File: src/rtl/decode_cycle_pkg.sv
// Shared definitions for the decode stage: opcodes, instruction field positions,
// the ID/EX record layout and the bubble value loaded on flush/hazard/reset.
package decode_cycle_pkg;

    localparam int DW   = 16;
    localparam int NREG = 16;
    localparam int AW   = 4;

    localparam logic [3:0] OP_ADD  = 4'h0;
    localparam logic [3:0] OP_SUB  = 4'h1;
    localparam logic [3:0] OP_AND  = 4'h2;
    localparam logic [3:0] OP_OR   = 4'h3;
    localparam logic [3:0] OP_ADDI = 4'h4;
    localparam logic [3:0] OP_LW   = 4'h5;
    localparam logic [3:0] OP_SW   = 4'h6;
    localparam logic [3:0] OP_BEQ  = 4'h7;
    localparam logic [3:0] OP_LUI  = 4'h8;
    localparam logic [3:0] OP_JAL  = 4'h9;
    localparam logic [3:0] NOP_OP  = 4'hF;

    localparam int OP_HI = 15;
    localparam int OP_LO = 12;
    localparam int F2_HI = 11;
    localparam int F2_LO = 8;
    localparam int F1_HI = 7;
    localparam int F1_LO = 4;
    localparam int F0_HI = 3;
    localparam int F0_LO = 0;

    typedef struct packed {
        logic regwrite;
        logic memread;
        logic memwrite;
        logic alusrc;
        logic branch;
        logic jump;
    } ctrl_t;

    typedef struct packed {
        logic          valid;
        logic [DW-1:0] pc;
        logic [3:0]    op;
        logic [AW-1:0] rd;
        logic [AW-1:0] rs1;
        logic [AW-1:0] rs2;
        logic [DW-1:0] a;
        logic [DW-1:0] b;
        logic [DW-1:0] imm;
        ctrl_t         ctrl;
    } idex_t;

    localparam idex_t IDEX_BUBBLE = '{valid: 1'b0, pc: '0, op: NOP_OP, rd: '0,
                                      rs1: '0, rs2: '0, a: '0, b: '0, imm: '0,
                                      ctrl: '0};

    function automatic logic [DW-1:0] sext4(input logic [3:0] f);
        return {{(DW-4){f[3]}}, f};
    endfunction

endpackage

File: src/rtl/decode_cycle_if.sv
// Fetch/execute/writeback facing signals of the decode stage, bundled as one interface.
interface decode_cycle_if;
    import decode_cycle_pkg::*;

    logic [DW-1:0] ir;
    logic [DW-1:0] currpc;
    logic          if_valid;
    logic          stall;
    logic          flush;
    logic          ex_memread;
    logic [AW-1:0] ex_rd;
    logic          wb_we;
    logic [AW-1:0] wb_addr;
    logic [DW-1:0] wb_data;

    logic          hazard;
    logic          id_valid;
    logic [DW-1:0] id_pc;
    logic [3:0]    id_op;
    logic [AW-1:0] id_rd;
    logic [AW-1:0] id_rs1;
    logic [AW-1:0] id_rs2;
    logic [DW-1:0] id_a;
    logic [DW-1:0] id_b;
    logic [DW-1:0] id_imm;
    logic          id_regwrite;
    logic          id_memread;
    logic          id_memwrite;
    logic          id_alusrc;
    logic          id_branch;
    logic          id_jump;

    modport master (
        output ir, currpc, if_valid, stall, flush, ex_memread, ex_rd,
               wb_we, wb_addr, wb_data,
        input  hazard, id_valid, id_pc, id_op, id_rd, id_rs1, id_rs2, id_a, id_b,
               id_imm, id_regwrite, id_memread, id_memwrite, id_alusrc,
               id_branch, id_jump
    );

    modport slave (
        input  ir, currpc, if_valid, stall, flush, ex_memread, ex_rd,
               wb_we, wb_addr, wb_data,
        output hazard, id_valid, id_pc, id_op, id_rd, id_rs1, id_rs2, id_a, id_b,
               id_imm, id_regwrite, id_memread, id_memwrite, id_alusrc,
               id_branch, id_jump
    );

endinterface

File: src/rtl/decode_cycle_reg_file.sv
// 2-read 1-write register file with r0 hardwired to zero and write-through
// so a read of the register being written this cycle sees the new value.
module reg_file_component
    import decode_cycle_pkg::*;
(
    input  logic          clk,
    input  logic          rst,
    input  logic [AW-1:0] raddr1,
    input  logic [AW-1:0] raddr2,
    output logic [DW-1:0] rdata1,
    output logic [DW-1:0] rdata2,
    input  logic          we,
    input  logic [AW-1:0] waddr,
    input  logic [DW-1:0] wdata
);

    logic [DW-1:0] regs [NREG];
    logic          wr_en;

    assign wr_en = we && (waddr != '0);

    always_ff @(posedge clk or posedge rst) begin
        if (rst) begin
            for (int i = 0; i < NREG; i++) regs[i] <= '0;
        end else if (wr_en) begin
            regs[waddr] <= wdata;
        end
    end

    always_comb begin
        rdata1 = regs[raddr1];
        if (raddr1 == '0)                     rdata1 = '0;
        else if (wr_en && waddr == raddr1)    rdata1 = wdata;
        rdata2 = regs[raddr2];
        if (raddr2 == '0)                     rdata2 = '0;
        else if (wr_en && waddr == raddr2)    rdata2 = wdata;
    end

endmodule

File: src/rtl/decode_cycle.sv
// Decode stage: decodes the fetched word, reads operands, detects load-use hazards
// and registers the result into the ID/EX boundary.
module decode_cycle
    import decode_cycle_pkg::*;
(
    input logic           clk,
    input logic           rst,
    decode_cycle_if.slave bus
);

    idex_t         dec;
    idex_t         load;
    idex_t         idex;
    logic          uses_rs2;
    logic          hazard_raw;
    logic [DW-1:0] rdata1;
    logic [DW-1:0] rdata2;
    logic [3:0]    f2;
    logic [3:0]    f1;
    logic [3:0]    f0;

    assign f2 = bus.ir[F2_HI:F2_LO];
    assign f1 = bus.ir[F1_HI:F1_LO];
    assign f0 = bus.ir[F0_HI:F0_LO];

    // Unused register indices stay 0 so they never match a load destination.
    always_comb begin
        dec      = IDEX_BUBBLE;
        dec.pc   = bus.currpc;
        uses_rs2 = 1'b0;
        case (bus.ir[OP_HI:OP_LO])
            OP_ADD, OP_SUB, OP_AND, OP_OR: begin
                dec.op = bus.ir[OP_HI:OP_LO];
                dec.rd = f2;
                dec.rs1 = f1;
                dec.rs2 = f0;
                uses_rs2 = 1'b1;
                dec.ctrl.regwrite = 1'b1;
            end
            OP_ADDI, OP_LW: begin
                dec.op = bus.ir[OP_HI:OP_LO];
                dec.rd = f2;
                dec.rs1 = f1;
                dec.imm = sext4(f0);
                dec.ctrl.regwrite = 1'b1;
                dec.ctrl.alusrc = 1'b1;
                dec.ctrl.memread = (bus.ir[OP_HI:OP_LO] == OP_LW);
            end
            OP_SW: begin
                dec.op = OP_SW;
                dec.rs1 = f1;
                dec.rs2 = f2;
                uses_rs2 = 1'b1;
                dec.imm = sext4(f0);
                dec.ctrl.memwrite = 1'b1;
                dec.ctrl.alusrc = 1'b1;
            end
            OP_BEQ: begin
                dec.op = OP_BEQ;
                dec.rs1 = f2;
                dec.rs2 = f1;
                uses_rs2 = 1'b1;
                dec.imm = sext4(f0);
                dec.ctrl.branch = 1'b1;
            end
            OP_LUI: begin
                dec.op = OP_LUI;
                dec.rd = f2;
                dec.imm = {bus.ir[F1_HI:F0_LO], 8'h00};
                dec.ctrl.regwrite = 1'b1;
                dec.ctrl.alusrc = 1'b1;
            end
            OP_JAL: begin
                dec.op = OP_JAL;
                dec.rd = f2;
                dec.imm = sext4(f0);
                dec.ctrl.regwrite = 1'b1;
                dec.ctrl.jump = 1'b1;
            end
            default: begin
                dec.op = NOP_OP;
            end
        endcase
    end

    reg_file_component u_regs (
        .clk    (clk),
        .rst    (rst),
        .raddr1 (dec.rs1),
        .raddr2 (dec.rs2),
        .rdata1 (rdata1),
        .rdata2 (rdata2),
        .we     (bus.wb_we),
        .waddr  (bus.wb_addr),
        .wdata  (bus.wb_data)
    );

    always_comb begin
        load       = dec;
        load.a     = rdata1;
        load.b     = rdata2;
        load.valid = bus.if_valid;
        if (!bus.if_valid) load.ctrl = '0;
    end

    assign hazard_raw = bus.if_valid && bus.ex_memread && (bus.ex_rd != '0) &&
                        ((bus.ex_rd == dec.rs1) || (uses_rs2 && (bus.ex_rd == dec.rs2)));
    assign bus.hazard = hazard_raw && !rst;

    // Priority: flush, then stall (hold), then hazard bubble, then normal load.
    always_ff @(posedge clk or posedge rst) begin
        if (rst)             idex <= IDEX_BUBBLE;
        else if (bus.flush)  idex <= IDEX_BUBBLE;
        else if (bus.stall)  idex <= idex;
        else if (hazard_raw) idex <= IDEX_BUBBLE;
        else                 idex <= load;
    end

    assign bus.id_valid    = idex.valid;
    assign bus.id_pc       = idex.pc;
    assign bus.id_op       = idex.op;
    assign bus.id_rd       = idex.rd;
    assign bus.id_rs1      = idex.rs1;
    assign bus.id_rs2      = idex.rs2;
    assign bus.id_a        = idex.a;
    assign bus.id_b        = idex.b;
    assign bus.id_imm      = idex.imm;
    assign bus.id_regwrite = idex.ctrl.regwrite;
    assign bus.id_memread  = idex.ctrl.memread;
    assign bus.id_memwrite = idex.ctrl.memwrite;
    assign bus.id_alusrc   = idex.ctrl.alusrc;
    assign bus.id_branch   = idex.ctrl.branch;
    assign bus.id_jump     = idex.ctrl.jump;

endmodule
File: src/flat_wrapper.sv
// flat-port wrapper written by rule: the top's interface ports become plain ports
module decode_cycle_flat import decode_cycle_pkg::*;
  (clk, rst, bus_ir, bus_currpc, bus_if_valid, bus_stall, bus_flush, bus_ex_memread, bus_ex_rd, bus_wb_we, bus_wb_addr, bus_wb_data, bus_hazard, bus_id_valid, bus_id_pc, bus_id_op, bus_id_rd, bus_id_rs1, bus_id_rs2, bus_id_a, bus_id_b, bus_id_imm, bus_id_regwrite, bus_id_memread, bus_id_memwrite, bus_id_alusrc, bus_id_branch, bus_id_jump);
  decode_cycle_if bus_i ();
  input logic clk;
  input logic rst;
  input wire logic [$bits(bus_i.ir)-1:0] bus_ir;
  input wire logic [$bits(bus_i.currpc)-1:0] bus_currpc;
  input wire logic [$bits(bus_i.if_valid)-1:0] bus_if_valid;
  input wire logic [$bits(bus_i.stall)-1:0] bus_stall;
  input wire logic [$bits(bus_i.flush)-1:0] bus_flush;
  input wire logic [$bits(bus_i.ex_memread)-1:0] bus_ex_memread;
  input wire logic [$bits(bus_i.ex_rd)-1:0] bus_ex_rd;
  input wire logic [$bits(bus_i.wb_we)-1:0] bus_wb_we;
  input wire logic [$bits(bus_i.wb_addr)-1:0] bus_wb_addr;
  input wire logic [$bits(bus_i.wb_data)-1:0] bus_wb_data;
  output wire logic [$bits(bus_i.hazard)-1:0] bus_hazard;
  output wire logic [$bits(bus_i.id_valid)-1:0] bus_id_valid;
  output wire logic [$bits(bus_i.id_pc)-1:0] bus_id_pc;
  output wire logic [$bits(bus_i.id_op)-1:0] bus_id_op;
  output wire logic [$bits(bus_i.id_rd)-1:0] bus_id_rd;
  output wire logic [$bits(bus_i.id_rs1)-1:0] bus_id_rs1;
  output wire logic [$bits(bus_i.id_rs2)-1:0] bus_id_rs2;
  output wire logic [$bits(bus_i.id_a)-1:0] bus_id_a;
  output wire logic [$bits(bus_i.id_b)-1:0] bus_id_b;
  output wire logic [$bits(bus_i.id_imm)-1:0] bus_id_imm;
  output wire logic [$bits(bus_i.id_regwrite)-1:0] bus_id_regwrite;
  output wire logic [$bits(bus_i.id_memread)-1:0] bus_id_memread;
  output wire logic [$bits(bus_i.id_memwrite)-1:0] bus_id_memwrite;
  output wire logic [$bits(bus_i.id_alusrc)-1:0] bus_id_alusrc;
  output wire logic [$bits(bus_i.id_branch)-1:0] bus_id_branch;
  output wire logic [$bits(bus_i.id_jump)-1:0] bus_id_jump;
  assign bus_i.ir = bus_ir;
  assign bus_i.currpc = bus_currpc;
  assign bus_i.if_valid = bus_if_valid;
  assign bus_i.stall = bus_stall;
  assign bus_i.flush = bus_flush;
  assign bus_i.ex_memread = bus_ex_memread;
  assign bus_i.ex_rd = bus_ex_rd;
  assign bus_i.wb_we = bus_wb_we;
  assign bus_i.wb_addr = bus_wb_addr;
  assign bus_i.wb_data = bus_wb_data;
  assign bus_hazard = bus_i.hazard;
  assign bus_id_valid = bus_i.id_valid;
  assign bus_id_pc = bus_i.id_pc;
  assign bus_id_op = bus_i.id_op;
  assign bus_id_rd = bus_i.id_rd;
  assign bus_id_rs1 = bus_i.id_rs1;
  assign bus_id_rs2 = bus_i.id_rs2;
  assign bus_id_a = bus_i.id_a;
  assign bus_id_b = bus_i.id_b;
  assign bus_id_imm = bus_i.id_imm;
  assign bus_id_regwrite = bus_i.id_regwrite;
  assign bus_id_memread = bus_i.id_memread;
  assign bus_id_memwrite = bus_i.id_memwrite;
  assign bus_id_alusrc = bus_i.id_alusrc;
  assign bus_id_branch = bus_i.id_branch;
  assign bus_id_jump = bus_i.id_jump;
  decode_cycle u_core (.clk(clk), .rst(rst), .bus(bus_i));
endmodule
File: config.mk
export PLATFORM = sky130hd
export DESIGN_NAME = decode_cycle_flat
export DESIGN_NICKNAME = d
export VERILOG_FILES = /design/src/rtl/decode_cycle_pkg.sv /design/src/rtl/decode_cycle_if.sv /design/src/rtl/decode_cycle_reg_file.sv /design/src/rtl/decode_cycle.sv /design/src/flat_wrapper.sv
export SDC_FILE = /design/constraint.sdc
export NUM_CORES = 1
export LEC_CHECK = 0
export BUFFER_PORTS_ARGS = -buffer_cell sky130_fd_sc_hd__buf_2
export CELL_PAD_IN_SITES_DETAIL_PLACEMENT = 1
export CELL_PAD_IN_SITES_GLOBAL_PLACEMENT = 2
export CORE_MARGIN = 2
export CORE_UTILIZATION = 36
export CTS_CLUSTER_DIAMETER = 30
export DETAILED_ROUTE_END_ITERATION = 12
export GPL_TIMING_DRIVEN = 0
export PLACE_DENSITY = 0.86
export REMOVE_ABC_BUFFERS = 1
export SYNTH_ARGS = -nofsm -noshare
export SYNTH_HDL_FRONTEND = slang
export SYNTH_SLANG_ARGS = --single-unit
File: constraint.sdc
create_clock -name clk -period 11.14 [get_ports clk]
set_input_delay 1.114 -clock clk [delete_from_list [all_inputs] [get_ports clk]]
set_output_delay 1.114 -clock clk [all_outputs]
set_load 0.03 [all_outputs]
=== Yosys cells after proc, flatten, opt, wreduce, memory -nomap -nowiden ===
Cells that the tools add are included.

* Register bits after elaboration: 343
* Latch bits: 0
* Memory bits (writable): 0
* Bits in read-only memories: 0
* Input bits: 63
* Output and inout port bits: 88
* Logic and storage cells: 105
* Memories: 0

* Add/subtract/negate cells: 0
* $mul: 0
* Divide/modulo/power cells: 0
* $lt $le $gt $ge: 4
* Equality and inequality tests: 14
* Shifts and indexed selects: 0
* Multiplexer cells: 29
* Bitwise gates (word level): 3
* Reductions and logical operators: 24

{| class="wikitable"
|+ Operators with widths
! kind !! number
|-
| two-way mux 87 bit || 3
|-
| bitwise mux 256 bit || 1
|-
| two-way mux 16 bit || 9
|-
| binary-select mux 16 bit (select 4 bit) || 2
|-
| demux 16 bit (select 4 bit) || 1
|-
| case mux 16 bit (2 select lines) || 1
|-
| case mux 4 bit (5 select lines) || 1
|-
| == test 4 x 3 -> 1 bit, second input constant || 4
|-
| == test 4 bit || 4
|-
| greater-or-equal comparator 5 bit, second input constant || 3
|-
| inverter 4 -> 5 bit || 3
|-
| zero test 4 bit || 3
|-
| case mux 4 bit (3 select lines) || 1
|-
| OR reduction 6 bit || 2
|-
| logical AND 1 bit || 9
|-
| == test 4 x 2 -> 1 bit, second input constant || 2
|-
| == test 4 bit, second input constant || 2
|-
| case mux 4 bit (2 select lines) || 1
|-
| nonzero test 4 bit || 2
|-
| OR reduction 4 bit || 2
|-
| OR reduction 8 bit || 1
|-
| two-way mux 1 bit || 7
|-
| OR reduction 7 bit || 1
|-
| two-way mux 6 bit || 1
|-
| 8 further kinds || 8
|}

=== Longest topological paths before layout ===
* Depth after elaboration: 12
* Gate-level depth with buffers: 12
* Gate-level depth less buffers: 8

=== Modules after synthesis ===
A second synthesis with hierarchy kept.

* Cells, all modules: 1,364
* Area total of the unflattened synthesis: 17,938.5 um^2

{| class="wikitable"
|+ By module, submodules not included
! module !! instances !! cells each !! area an instance (um^2) !! seq. area each (um^2)
|-
| reg_file_component || 1 || 1,052 || 14,153.6 || 6,406.1
|-
| decode_cycle || 1 || 312 || 3,784.9 || 2,082.0
|}

=== Worst setup path after synthesis ===
No wires, ideal clock.

* Path kind: input-to-output
* Start: in bus_ir[13]
* End: out bus_hazard
* Data arrival time: 3.233 ns
* Data required time: 10.026 ns
* Setup slack: 6.793 ns
* Stages on the path: 11
* Buffers on the path: 4
* Cells stage by stage: buf_2 nand3_2 mux2i_1 nor2_1 buf_2 buf_1 buf_2 xnor2_1 and3_1 a31oi_1 nor2_1

* Longest elaborated chain between the ends: 8
* Elaborated cells on any way between the ends: 20
* Classes of those cells: eq/ne (9); mux (3); reduce/logical (8)

{| class="wikitable"
|+ Ends and longest elaborated chain
! element !! line !! RTL
|-
| from (decl) || flat_wrapper.sv:7 || <nowiki>input wire logic [$bits(bus_i.ir)-1:0] bus_ir;</nowiki>
|-
| == test 4 x 1 -> 1 bit, or another cell as far along || decode_cycle.sv:31 || <nowiki>case (bus.ir[OP_HI:OP_LO])</nowiki>
|-
| OR reduction 4 bit || decode_cycle.sv:31 ||
|-
| case mux 4 bit (3 select lines) || decode_cycle.sv:31 ||
|-
| == test 4 bit || decode_cycle.sv:107 || <nowiki>((bus.ex_rd == dec.rs1) || (uses_rs2 && (bus.ex_rd == dec.rs2)));</nowiki>
|-
| logical AND 1 bit || decode_cycle.sv:107 ||
|-
| logical OR 1 bit (*) || decode_cycle.sv:107 ||
|-
| logical AND 1 bit (*) || decode_cycle.sv:106 || <nowiki>assign hazard_raw = bus.if_valid && bus.ex_memread && (bus.ex_rd != '0) &&</nowiki>
|-
| logical AND 1 bit (*) || decode_cycle.sv:108 || <nowiki>assign bus.hazard = hazard_raw && !rst;</nowiki>
|-
| to (decl) || flat_wrapper.sv:17 || <nowiki>output wire logic [$bits(bus_i.hazard)-1:0] bus_hazard;</nowiki>
|}

Mark *: on every way between the ends. The rest lies on a longest branch, timed or not.

=== Worst setup path after layout ===
* Start: in bus_ir[15]
* End: reg u_core.idex (netlist bit u_core.bus.id_a[15])

* Longest elaborated chain between the ends: 12
* Elaborated cells on any way between the ends: 31
* Classes of those cells: eq/ne (10); mux (11); bitwise (1); reduce/logical (9)

{| class="wikitable"
|+ Ends and longest elaborated chain
! element !! line !! RTL
|-
| == test 4 x 1 -> 1 bit, or another cell as far along || decode_cycle.sv:31 ||
|-
| OR reduction 7 bit (no line) || n/a ||
|-
| case mux 4 bit (2 select lines) || decode_cycle.sv:31 ||
|-
| inverter 4 -> 5 bit (not written as such) || decode_cycle_reg_file.sv:31 || <nowiki>rdata1 = regs[raddr1];</nowiki>
|-
| binary-select mux 16 bit (select 4 bit) || decode_cycle_reg_file.sv:31 ||
|-
| two-way mux 16 bit (not written as such) (2 in a row) || decode_cycle_reg_file.sv:31 ||
|-
| two-way mux 16 bit || decode_cycle_reg_file.sv:33 || <nowiki>else if (wr_en && waddr == raddr1) rdata1 = wdata;</nowiki>
|-
| two-way mux 16 bit || decode_cycle_reg_file.sv:32 || <nowiki>if (raddr1 == '0) rdata1 = '0;</nowiki>
|-
| two-way mux 87 bit (*) || decode_cycle.sv:115 || <nowiki>else if (hazard_raw) idex <= IDEX_BUBBLE;</nowiki>
|-
| two-way mux 87 bit (*) || decode_cycle.sv:114 || <nowiki>else if (bus.stall) idex <= idex;</nowiki>
|-
| two-way mux 87 bit (*) || decode_cycle.sv:113 || <nowiki>else if (bus.flush) idex <= IDEX_BUBBLE;</nowiki>
|-
| to (signal assigned) || decode_cycle.sv:114 ||
|-
| to (signal assigned) || decode_cycle.sv:116 || <nowiki>else idex <= load;</nowiki>
|-
| to (decl) || decode_cycle.sv:13 || <nowiki>idex_t idex;</nowiki>
|}

Mark *: on every way between the ends. The rest lies on a longest branch, timed or not. The select of a mux whose other input is x is not followed.
A chain may end at the register's enable or synchronous reset.

==> metrics.txt <==
Setup Buffers After CTS 0; delay of the slowest cell on the worst path 1200 ps; height of the die 226 um; final RePlAce weighted congestion 0.807; power per unit of standard cell area 225 nW/um2; Max Slew Vio Count 0; Seq pwr share 31.9%; top cell family by delay on the critical path simple AND/OR/NAND/NOR gates; capture point of the worst path u_core.bus.id_a[15]$_DFFE_PP0P_; total routing resource utilization after global routing 25.6%; critical path cell sequence buf_2 > nand2b_2 > nor2_2 > a21o_1 > xor2_1 > or4b_4 > and3_2 > buf_12 > nand4_1 > o211ai_1; residual DRC count 0; count of flip-flops with a built-in enable after synthesis 0; number of hold buffers added after cts 0; maximum vdd ir drop 0.110 mV; total global routing overflow 0; horizontal die dimension 226 um; Critical Setup Path Class in2reg; R2R setup slack 9450 ps; total stage count of the critical path 10; headroom to the max-slew limit 2.79%; highest-delay cell along the critical path sky130_fd_sc_hd__a21o_1; most frequently used flop master after synthesis sky130_fd_sc_hd__dfrtp_1; class of the most critical hold timing path reg2reg; port bufs 150; maximum operating frequency 0.170 GHz; TritonCTS clock tree yes; proportion of power drawn by the clock network 53.9%; Final #Nets 1881; Final period util 52.8%; row count 81; number of optimization iterations in the first detailed-route pass 5; core outline area 48800 um2; later-pin clock latency in the skew report 620 ps; run status completed; largest net degree at the start of global routing 120; critical path required time 11620 ps; crit path launch bus_ir[15]; Util after Layout 46.5%; worst path buffer plus inverter count 2; area share of the largest cell type after synthesis 47.2%; CTS resizes 0; vias in the first global route 16.0k; total routed wirelength 64900 um; asr flop ratio synth 100%; number of endpoints failing setup at the final stage 0; Avg Synthesized Cell Area 10.4 um2; proportion of power drawn by combinational gates 14.3%; worst clock skew on the final layout 23.0 ps; portion of netlist area occupied by mux cells 21.8%; switching part of the total power 27.1%; most instantiated cells after synthesis sky130_fd_sc_hd__dfrtp_1, sky130_fd_sc_hd__nand2_1, sky130_fd_sc_hd__mux2_2; number of standard cells after synthesis 1704; synthesis warning total 0; area of the die 51100 um2; non-filler instance count after layout 2556; Final Critical Period 5890 ps; global-route wire length before repair 98200 um; static power due to leakage 10.2 nW; adder-cell share of the synthesized area 0%; antenna violations before repair 2; effective utilization at floorplan 36.3%; post-synthesis instance area 17700 um2; total number of vias 15.1k; post-layout instance area 22700 um2; Worst Hold Slack 399 ps; vias per inst 5.90; number of placed cells counting well taps 2389; number of library cell types mapped by synthesis 61; switching power of the nets 1.39 mW; worst path arrival time 6370 ps; number of CTS-inserted buffers 90; Critical Path Source Type primary input; fraction of layout instances using a drive strength above 1 32.9%; startpoint of the most critical register-to-register path u_core.u_regs.regs[121]$_DFFE_PP0P_; area share of xor/xnor cells in the synthesized design 0.592%; number of antenna-violating nets in the routed design 0; Boundary Pins 151; number of stages on the worst hold path 0; layout-stage area growth over the synthesis result 28.0%; diode count 0; Crit. End Element flip-flop; placed instance area 19500 um2; internal power component 3.72 mW; clock slew at the register clock pins of the worst setup and hold paths 40 ps; Least-Margin Pin Slew 1460 ps; cell with the most instances after synthesis sky130_fd_sc_hd__dfrtp_1; clock tree root driver cell sky130_fd_sc_hd__clkbuf_16; depth of the CTS H-tree 3; half-perimeter wire length after placement 38700 um; biggest fanout along the worst timing path 27; buffer levels on the longest clock path 3; main area contributors after synthesis sky130_fd_sc_hd__dfrtp_1, sky130_fd_sc_hd__mux2_2, sky130_fd_sc_hd__nand2_1; simple-gate share of the synthesized area 14.9%; Fin. Hold Viols 0; post-synthesis register bit count 339; share of the yosys chip area belonging to registers 47.8%; main combinational cell family by area after synthesis multiplexers; share of the synthesized area in compound gates (AO/OA/AOI/OAI) 10.9%; number of sinks driven by the clock tree 339; max-cap violation count 0; Yosys top cell by area sky130_fd_sc_hd__dfrtp_1; Iter 0 DRT Violations 1060; RR Endpoint u_core.bus.id_a[9]$_DFFE_PP0P_; unrepaired setup endpoints after global routing false; wire length per cell after detailed routing 25.4 um; reg2reg path depth 5
-- power by group through the flow --
stage               clock (mW)  sequential, mW  combinational (mW)
floorplan                    0            1.61               0.472
global placement             0            1.61               0.676
detailed placement           0            1.63               0.714
CTS                       2.78            1.62               0.728
global route              2.85            1.65               0.791
finish                    2.75            1.63               0.729
-- logic make-up (layout without fill, tap and decap cells) --
family	after synthesis	in the layout
AO/OA/AOI/OAI	271	271
XOR/XNOR	12	12
buffers and inverters	165	353
flip-flops	339	339
multiplexers	340	340
AND/OR/NAND/NOR	577	577
-- metal layers --
| layer | track usage [%] | part of all wire [%] | up-vias |
|---|---|---|---|
| li1 | - | - | 6440 |
| met1 | 32.1 | 42 | 7810 |
| met2 | 42.1 | 47 | 633 |
| met3 | 4.80 | 6.5 | 202 |
| met4 | 12.8 | 4.3 | 4 |
| met5 | 0 | 0.042 | - |
-- worst reg2reg max path: stages (launching register included) --
cell and delay [ps]:
sky130_fd_sc_hd__dfrtp_1 390, sky130_fd_sc_hd__mux2i_1 140, sky130_fd_sc_hd__o22ai_1 90, sky130_fd_sc_hd__or4b_1 550, sky130_fd_sc_hd__o2111ai_1 200, sky130_fd_sc_hd__o211ai_1 150
-- registers in the layout, summed over array words and instances, names as in the netlist --
name and count:
u_core.u_regs.regs 256, u_core.bus.id_a 16, u_core.bus.id_b 16, u_core.bus.id_pc 16, u_core.bus.id_imm 12, u_core.bus.id_op 4, u_core.bus.id_rd 4, u_core.bus.id_rs1 4
u_core.bus.id_rs2 4, u_core.bus.id_alusrc 1, u_core.bus.id_branch 1, u_core.bus.id_jump 1, u_core.bus.id_memread 1, u_core.bus.id_memwrite 1, u_core.bus.id_regwrite 1, u_core.bus.id_valid 1
-- layout make-up --
type	instances	area (um2)
clock buffers	112	2480
clock inverters	54	762
fillers	5272	26100
inverters	6	30.0
multi-input cells	1200	8670
flip-flops and latches	339	8490
well taps	664	831
repair buffers	181	1450
-- worst min path at each step --
stage / slack [ps] / endpoint / from
3_3_place_gp: 380 / u_core.u_regs.regs[240]$_DFFE_PP0P_ / u_core.u_regs.regs[240]$_DFFE_PP0P_
5_1_grt: 410 / u_core.u_regs.regs[246]$_DFFE_PP0P_ / u_core.u_regs.regs[246]$_DFFE_PP0P_
2_1_floorplan: 370 / u_core.u_regs.regs[243]$_DFFE_PP0P_ / u_core.u_regs.regs[243]$_DFFE_PP0P_
3_5_place_dp: 390 / u_core.u_regs.regs[240]$_DFFE_PP0P_ / u_core.u_regs.regs[240]$_DFFE_PP0P_
4_1_cts: 400 / u_core.u_regs.regs[240]$_DFFE_PP0P_ / u_core.u_regs.regs[240]$_DFFE_PP0P_
6_report: 400 / u_core.u_regs.regs[248]$_DFFE_PP0P_ / u_core.u_regs.regs[248]$_DFFE_PP0P_
-- metrics by stage --
step / setup WS [ps] / total power [mW] / setup TNS, ps
after floorplan: 638 / 2.08 / 0
after global placement: -3340 / 2.29 / -1123550
after detailed placement: 4810 / 2.35 / 0
after CTS: 5370 / 5.12 / 0
after global routing: 5220 / 5.30 / 0
final: 5250 / 5.11 / 0
-- layout by cell type (no fill, tap or decap), types with 7 or more instances in the layout --
cell | netlist | routed
sky130_fd_sc_hd__dfrtp_1 | 335 | 335
sky130_fd_sc_hd__nand2_1 | 314 | 312
sky130_fd_sc_hd__mux2_2 | 228 | 228
sky130_fd_sc_hd__buf_2 | 37 | 150
sky130_fd_sc_hd__nand3_1 | 109 | 109
sky130_fd_sc_hd__mux2i_1 | 98 | 98
sky130_fd_sc_hd__clkbuf_16 | 0 | 91
sky130_fd_sc_hd__a21oi_1 | 88 | 87
sky130_fd_sc_hd__o221ai_1 | 32 | 32
sky130_fd_sc_hd__o21ai_0 | 30 | 30
sky130_fd_sc_hd__nor2_1 | 38 | 26
sky130_fd_sc_hd__a221o_1 | 23 | 23
sky130_fd_sc_hd__a22o_1 | 23 | 23
sky130_fd_sc_hd__nor3_1 | 21 | 21
sky130_fd_sc_hd__nand4_1 | 20 | 20
sky130_fd_sc_hd__and2_1 | 17 | 17
sky130_fd_sc_hd__bufinv_16 | 0 | 16
sky130_fd_sc_hd__buf_16 | 0 | 15
sky130_fd_sc_hd__mux4_2 | 14 | 14
sky130_fd_sc_hd__clkinv_2 | 0 | 14
sky130_fd_sc_hd__o2111ai_1 | 13 | 13
sky130_fd_sc_hd__o22ai_1 | 13 | 13
sky130_fd_sc_hd__clkbuf_8 | 0 | 12
sky130_fd_sc_hd__nor2_2 | 3 | 11
sky130_fd_sc_hd__xnor2_1 | 11 | 11
sky130_fd_sc_hd__or4b_1 | 11 | 11
sky130_fd_sc_hd__o211ai_1 | 11 | 11
sky130_fd_sc_hd__clkinvlp_4 | 0 | 11
sky130_fd_sc_hd__buf_12 | 0 | 10
sky130_fd_sc_hd__clkbuf_1 | 103 | 9
sky130_fd_sc_hd__a32o_1 | 8 | 8
sky130_fd_sc_hd__nand2b_1 | 9 | 7
sky130_fd_sc_hd__clkinv_4 | 0 | 7
Note: power is estimated with default switching activity, not from simulation.
